**src/rtl/ram1_arbiter.sv**
```systemverilog
// ram1_arbiter: sequencer/arbiter for the single-port RAM1 SRAM shared by the
// instruction-fetch port and the MEM-stage port. One access at a time runs
// IDLE -> ACCESS (WAIT_CYCLES+1 cycles) -> RECOVER (ack cycle) -> IDLE.
// Optional feature macro: RAM1_ARB_FAIR_EN. When defined, contended grants
// alternate between ports by a last-grant flag. When undefined, MEM always
// beats IF.
module ram1_arbiter #(
  parameter int WAIT_CYCLES = 1
) (
  input  logic        clk,
  input  logic        rst,
  input  logic        if_req,
  input  logic [31:0] if_addr,
  output logic [31:0] if_data,
  output logic        if_ack,
  input  logic        mem_req,
  input  logic        mem_we,
  input  logic [31:0] mem_addr,
  input  logic [31:0] mem_wdata,
  output logic [31:0] mem_rdata,
  output logic        mem_ack,
  output logic        stallreq,
  output logic        ram_ce,
  output logic        ram_re,
  output logic        ram_we,
  output logic [31:0] ram_addr,
  output logic [31:0] ram_wdata,
  input  logic [31:0] ram_rdata
);

  typedef enum logic [1:0] {
    ST_IDLE    = 2'd0,
    ST_ACCESS  = 2'd1,
    ST_RECOVER = 2'd2
  } state_t;

  localparam logic [3:0] WAIT_LD = 4'(WAIT_CYCLES);

  state_t      state_q, state_d;
  logic [3:0]  cnt_q, cnt_d;
  logic        gnt_mem_q, gnt_mem_d;
  logic        if_ack_q, if_ack_d;
  logic        mem_ack_q, mem_ack_d;
  logic [31:0] if_data_q, if_data_d;
  logic [31:0] mem_rdata_q, mem_rdata_d;
  logic        ram_ce_q, ram_ce_d;
  logic        ram_re_q, ram_re_d;
  logic        ram_we_q, ram_we_d;
  logic [31:0] ram_addr_q, ram_addr_d;
  logic [31:0] ram_wdata_q, ram_wdata_d;
  logic        pick_mem;
`ifdef RAM1_ARB_FAIR_EN
  logic        last_mem_q, last_mem_d;
`endif

  // Arbitration: which port would win if a grant were made this cycle.
  always_comb begin
`ifdef RAM1_ARB_FAIR_EN
    // Under contention the port that did not win last time goes first.
    pick_mem = mem_req & (~if_req | ~last_mem_q);
`else
    pick_mem = mem_req;
`endif
  end

  // Next-state and registered-output computation for the access sequencer.
  always_comb begin
    state_d     = state_q;
    cnt_d       = cnt_q;
    gnt_mem_d   = gnt_mem_q;
    if_ack_d    = 1'b0;
    mem_ack_d   = 1'b0;
    if_data_d   = if_data_q;
    mem_rdata_d = mem_rdata_q;
    ram_ce_d    = ram_ce_q;
    ram_re_d    = ram_re_q;
    ram_we_d    = ram_we_q;
    ram_addr_d  = ram_addr_q;
    ram_wdata_d = ram_wdata_q;
`ifdef RAM1_ARB_FAIR_EN
    last_mem_d  = last_mem_q;
`endif

    case (state_q)
      ST_IDLE: begin
        if (if_req || mem_req) begin
          // The RAM output registers double as the latched request, so the
          // bus stays stable for the whole access regardless of the inputs.
          state_d     = ST_ACCESS;
          cnt_d       = WAIT_LD;
          gnt_mem_d   = pick_mem;
          ram_ce_d    = 1'b1;
          ram_we_d    = pick_mem & mem_we;
          ram_re_d    = ~(pick_mem & mem_we);
          ram_addr_d  = pick_mem ? mem_addr : if_addr;
          ram_wdata_d = pick_mem ? mem_wdata : 32'd0;
`ifdef RAM1_ARB_FAIR_EN
          last_mem_d  = pick_mem;
`endif
        end
      end

      ST_ACCESS: begin
        if (cnt_q == 4'd0) begin
          state_d     = ST_RECOVER;
          ram_ce_d    = 1'b0;
          ram_re_d    = 1'b0;
          ram_we_d    = 1'b0;
          ram_addr_d  = 32'd0;
          ram_wdata_d = 32'd0;
          if (gnt_mem_q) begin
            mem_ack_d = 1'b1;
            if (ram_re_q) begin
              mem_rdata_d = ram_rdata;
            end
          end else begin
            if_ack_d = 1'b1;
            if (ram_re_q) begin
              if_data_d = ram_rdata;
            end
          end
        end else begin
          cnt_d = cnt_q - 4'd1;
        end
      end

      ST_RECOVER: begin
        state_d = ST_IDLE;
      end

      default: begin
        state_d = ST_IDLE;
      end
    endcase
  end

  // State and output registers; reset returns to IDLE and suppresses any ack.
  always_ff @(posedge clk) begin
    if (rst) begin
      state_q     <= ST_IDLE;
      cnt_q       <= 4'd0;
      gnt_mem_q   <= 1'b0;
      if_ack_q    <= 1'b0;
      mem_ack_q   <= 1'b0;
      if_data_q   <= 32'd0;
      mem_rdata_q <= 32'd0;
      ram_ce_q    <= 1'b0;
      ram_re_q    <= 1'b0;
      ram_we_q    <= 1'b0;
      ram_addr_q  <= 32'd0;
      ram_wdata_q <= 32'd0;
`ifdef RAM1_ARB_FAIR_EN
      last_mem_q  <= 1'b0;
`endif
    end else begin
      state_q     <= state_d;
      cnt_q       <= cnt_d;
      gnt_mem_q   <= gnt_mem_d;
      if_ack_q    <= if_ack_d;
      mem_ack_q   <= mem_ack_d;
      if_data_q   <= if_data_d;
      mem_rdata_q <= mem_rdata_d;
      ram_ce_q    <= ram_ce_d;
      ram_re_q    <= ram_re_d;
      ram_we_q    <= ram_we_d;
      ram_addr_q  <= ram_addr_d;
      ram_wdata_q <= ram_wdata_d;
`ifdef RAM1_ARB_FAIR_EN
      last_mem_q  <= last_mem_d;
`endif
    end
  end

  assign if_data   = if_data_q;
  assign if_ack    = if_ack_q;
  assign mem_rdata = mem_rdata_q;
  assign mem_ack   = mem_ack_q;
  assign ram_ce    = ram_ce_q;
  assign ram_re    = ram_re_q;
  assign ram_we    = ram_we_q;
  assign ram_addr  = ram_addr_q;
  assign ram_wdata = ram_wdata_q;
  assign stallreq  = (if_req & ~if_ack_q) | (mem_req & ~mem_ack_q);

endmodule

```
**config.mk**
```make
export PLATFORM = sky130hd
export DESIGN_NAME = ram1_arbiter
export DESIGN_NICKNAME = d
export VERILOG_FILES = /design/src/rtl/ram1_arbiter.sv
export SDC_FILE = /design/constraint.sdc
export NUM_CORES = 1
export LEC_CHECK = 0
export ABC_AREA = 1
export CAP_MARGIN = 30
export CORE_MARGIN = 10
export CORE_UTILIZATION = 40
export CTS_CLUSTER_SIZE = 24
export DETAILED_ROUTE_END_ITERATION = 10
export PLACE_DENSITY = 0.87
export SYNTH_ARGS = -nofsm -noshare
export SYNTH_HDL_FRONTEND = slang
export SYNTH_SLANG_ARGS = --single-unit
```
**constraint.sdc**
```tcl
create_clock -name clk -period 4 [get_ports clk]
set_clock_uncertainty 0.2 [all_clocks]
set_input_delay 0.8 -clock clk [delete_from_list [all_inputs] [get_ports clk]]
set_output_delay 0.8 -clock clk [all_outputs]
set_load 0.02 [all_outputs]
```
=== After elaboration in Yosys (flattened, before gate mapping) ===
Index checks and enable logic that the tools add are counted.

* Flip-flop bits (word level): 140
* Input bits: 133
* Output and inout port bits: 134
* Word-level logic and storage cells: 60

* Add/subtract/negate cells: 1
* Equality and inequality tests: 4
* Muxes and demuxes: 22
* Bitwise gates (word level): 10
* Reduce and logical (&&, ||, !) cells: 11

{| class="wikitable"
|+ Operators with widths
! cell !! count
|-
| 32-bit two-way mux || 5
|-
| 32-bit case mux with 2 select lines || 2
|-
| 4-bit two-way mux || 2
|-
| 4-bit case mux with 2 select lines || 1
|-
| 4-bit AND reduction || 2
|-
| 1-bit two-way mux || 6
|-
| 2-bit inequality test (second input constant) || 3
|-
| 1-bit inverter || 6
|-
| 1-bit case mux with 2 select lines || 3
|-
| 3-bit AND reduction || 2
|-
| 4-bit logical NOT || 1
|-
| 2-bit two-way mux || 2
|-
| 2-bit case mux with 2 select lines || 1
|-
| 2-bit AND reduction || 2
|-
| 4-bit by 1-bit subtractor with 4-bit output (second input constant) || 1
|-
| 1-bit AND || 3
|-
| 3-bit OR reduction || 1
|-
| 2-bit by 1-bit equality test with 1-bit output (second input constant) || 1
|-
| 2-bit logical NOT || 1
|-
| 2-bit nonzero test || 1
|-
| 1-bit logical OR || 1
|-
| 1-bit bitwise OR || 1
|}

=== Logic depth before layout (Yosys ltp) ===
* Word-level depth: 4
* Mapped depth: 9
* Depth with buffers taken out: 8

=== Least setup slack after synthesis ===
Ideal clock, no wire load.

* Path type: input-to-output
* Start: in mem_req
* End: out stallreq
* Data arrival time: 1.533 ns
* Required time: 3.000 ns
* Slack: 1.467 ns
* Stages on the path: 4
* Path buffers: 2
* Cell sequence: buf_4 -> inv_2 -> buf_2 -> o22ai_1

* Longest elaborated chain between the ends: 2

{| class="wikitable"
|+ Ends and longest elaborated chain
! item !! RTL line !! text
|-
| start, declared || 16 || <nowiki>input logic mem_req,</nowiki>
|-
| 1-bit AND || 183 || <nowiki>assign stallreq = (if_req & ~if_ack_q) | (mem_req & ~mem_ack_q);</nowiki>
|-
| 1-bit bitwise OR || 183 ||
|-
| end, declared || 22 || <nowiki>output logic stallreq,</nowiki>
|}

Every way passes these cells.

=== Worst setup path after layout ===
* Start: in if_req
* End: out stallreq

* Longest elaborated chain between the ends: 2

{| class="wikitable"
|+ Ends and longest elaborated chain
! item !! RTL line !! text
|-
| start, declared || 12 || <nowiki>input logic if_req,</nowiki>
|-
| 1-bit AND || 183 ||
|-
| 1-bit bitwise OR || 183 ||
|}

Every way passes these cells.

==> flow_metrics.tcl <==
set metrics [dict create \
    ir_worst_vdd_v 0.0003503 \
    crit_path_end_kind "output port" \
    rsz0062_at_grt "false" \
    cts_tree "done" \
    dieWidth_um 140.2 \
    syn_avg_cell_area_um2 7.317 \
    relSlewSlack_pct 49.17 \
    place_inst 1186 \
    cts_buffer_depth 2 \
    cts_resized 0 \
    ys_seq_area_share_pct 48.48 \
    yosysMostFrequentCell "nand2_1" \
    grt_pass1_wl_um 32640 \
    syn_area_um2 5781 \
    syn_nets 924 \
    drive_above_1_share_pct 5.299 \
    overflow 0 \
    dp_hpwl_um 14980 \
    first_pass_iters 4 \
    synth-simple-area-share_pct 35.78 \
    setup_viol 0 \
    worstHoldPathType "flip-flop to flip-flop" \
    tightest_slew_ps 760.7 \
    wl_um 20800 \
    hold_viol_final 0 \
    fin_crit_sh_pct 81.96 \
    synthXorXnorAreaFrac_pct 0 \
    rows 43 \
    synth.top_cell.area_share_pct 48.48 \
    yosys.area.top_type "dfxtp_1" \
    grt_max_degree 71 \
    post-cts-setup-buffers 0 \
    seqPwrFrac_pct 37.4 \
    vias 6226 \
    cp.required_ps 3000 \
    start_util_pct 41.17 \
    dp_slack_ps 700.2 \
    leakage_nw 3.474 \
    arrival_ps 2280 \
    synth_area_leaders "dfxtp_1, nand2_1, a21oi_1, nand3_1, nor2_1" \
    stdcell_count 1218 \
    cp-start-kind "input port" \
    fin_setup_tns_ps 0 \
    worstSkewPairLatency_ps 420 \
    worstSetupPathType "input port to output port" \
    place_area_um2 8491 \
    dieArea_um2 19660 \
    drc 0 \
    clkPwrFrac_pct 38.0 \
    portBuffers 266 \
    cts_sinks 140 \
    die_y_um 140.2 \
    regArea_um2 2803 \
    ant_nets 0 \
    place.gp.congestion 0.8350 \
    path_clk_slew_ps 60 \
    grt_pass1_vias 6205 \
    cap_violations 0 \
    cts_root_buffer "clkbuf_16" \
    drt_iter0_drc 439 \
    synthMuxAreaShare_pct 0 \
    synth_edf_count 0 \
    yosys.area_share.adder_pct 0.2165 \
    yosysWarnings 0 \
    area_growth_pct 57.14 \
    p_sw_mw 1.261 \
    powerDensity_nw_per_um2 459.1 \
    coreArea_um2 14040 \
    routedWlPerCell_um 17.07 \
    htree_levels 4 \
    synth-compound-area-share_pct 9.221 \
    synth_ff_type "dfxtp_1" \
    cts_hold_buf 0 \
    synth.distinct_cells 22 \
    grt_usage_pct 20.48 \
    viasPerCell 5.112 \
    synth.cells.most_frequent "nand2_1, dfxtp_1, a21oi_1, nor2_1, nand3_1" \
    async_reset_ff_share_pct 0 \
    postLayoutSetupSlackWorst_ps 721.4 \
    p_comb_share_pct 24.6 \
    status "completed" \
    synth_top_family_by_area "simple AND/OR/NAND/NOR gates" \
    numCtsBuffers 17 \
    layout.nets 1159 \
    yosys_register_bits 140 \
    fmax_ghz 0.3050 \
    fillerInstances 1156 \
    maxSlewViolCount 0 \
    synthCells 790 \
    final_design_area_no_fill_um2 9084 \
    multi_input_area_um2 2616 \
    p_int_mw 2.910 \
    sw_frac_of_total_pct 30.23 \
    num_io_pins 267 \
    n_antenna_cell 0 \
    antenna_found_initial 0 \
    finalCriticalPeriod_ps 3279 \
    cp_max_fo 3 \
]
-- cells by family (layout without fill, tap and decap cells) --
group | count (synthesis) | count (layout)
flip-flops | 140 | 140
adder cells (fa/ha/maj) | 1 | 1
AO/OA/AOI/OAI | 104 | 104
buffers and inverters | 78 | 326
AND/OR/NAND/NOR | 467 | 467
-- power by group through the flow --
stage	logic [mW]	clock network [mW]	registers [mW]
2_1_floorplan	0.468	0	1.69
3_3_place_gp	1.01	0	1.58
3_5_place_dp	1.02	0	1.59
4_1_cts	1.03	1.62	1.56
5_1_grt	1.12	1.68	1.57
6_report	1.03	1.59	1.56
-- flip-flops by register name, indices dropped and copies added (netlist names) --
signal,flops
ram_wdata,32
ram_re,1
gnt_mem_q,1
ram_ce,1
ram_addr,32
mem_ack,1
state_q,2
cnt_q,4
mem_rdata,32
if_data,32
ram_we,1
if_ack,1
-- path summary, 6_finish.rpt --
kind,from,end,slack (ps),cells past startpoint
max,if_req,stallreq,720,4
min,ram_we$_SDFFE_PP0P_,ram_we$_SDFFE_PP0P_,260,2
max reg2reg,cnt_q[0]$_SDFFE_PP0P_,if_data[14]$_SDFFE_PP0P_,1460,9
min reg2reg,ram_we$_SDFFE_PP0P_,ram_we$_SDFFE_PP0P_,260,2
-- stage by stage --
stage	hold WS [ps]	total power, mW	utilization, %
2_1_floorplan	248.9	2.157	-
3_3_place_gp	248.2	2.587	60.27
3_5_place_dp	254.0	2.612	60.47
4_1_cts	262.9	4.204	64.69
5_1_grt	279.4	4.370	64.69
6_report	260.1	4.171	64.69
-- area by class of cell --
cell class	instances	area share, %
timing repair buffer	279	30.72
clock inverter	12	1.612
sequential	140	30.85
multi-input combinational	572	28.80
inverter	15	0.6198
clock buffer	20	4.917
tap	180	2.479
-- routing by layer --
| metal | wire [µm] | GRT usage [%] | up-vias | share of wire, % |
|---|---|---|---|---|
| li1 | - | - | 3072 | - |
| met1 | 7729 | 21.63 | 2841 | 37 |
| met2 | 9815 | 32.93 | 271 | 47 |
| met3 | 2549 | 10.95 | 42 | 12 |
| met4 | 701 | 9.457 | 0 | 3.4 |
| met5 | 0 | 0 | - | 0 |
-- placed cells by master, fill, tap and decap left out, types with 2 or more instances in the layout --
| cell type | netlist | routed |
|---|---|---|
| a21oi_1 | 102 | 102 |
| buf_4 | 1 | 12 |
| bufinv_16 | 0 | 3 |
| clkbuf_1 | 21 | 2 |
| clkbuf_16 | 0 | 17 |
| clkdlybuf4s50_1 | 0 | 265 |
| clkinv_2 | 0 | 5 |
| clkinvlp_4 | 0 | 3 |
| dfxtp_1 | 140 | 140 |
| inv_1 | 10 | 10 |
| inv_2 | 4 | 4 |
| nand2_1 | 244 | 244 |
| nand3_1 | 72 | 72 |
| nand3b_1 | 32 | 32 |
| nand4_1 | 32 | 32 |
| nor2_1 | 80 | 79 |
| nor2_2 | 2 | 3 |
| nor2_4 | 2 | 2 |
| nor3_1 | 2 | 2 |
-- worst max-delay path: stages --
cell             delay [ps]
clkdlybuf4s50_1         570
inv_1                    70
o22ai_1                 180
clkdlybuf4s50_1         650
No activity file was read; power rests on OpenSTA's default activity.
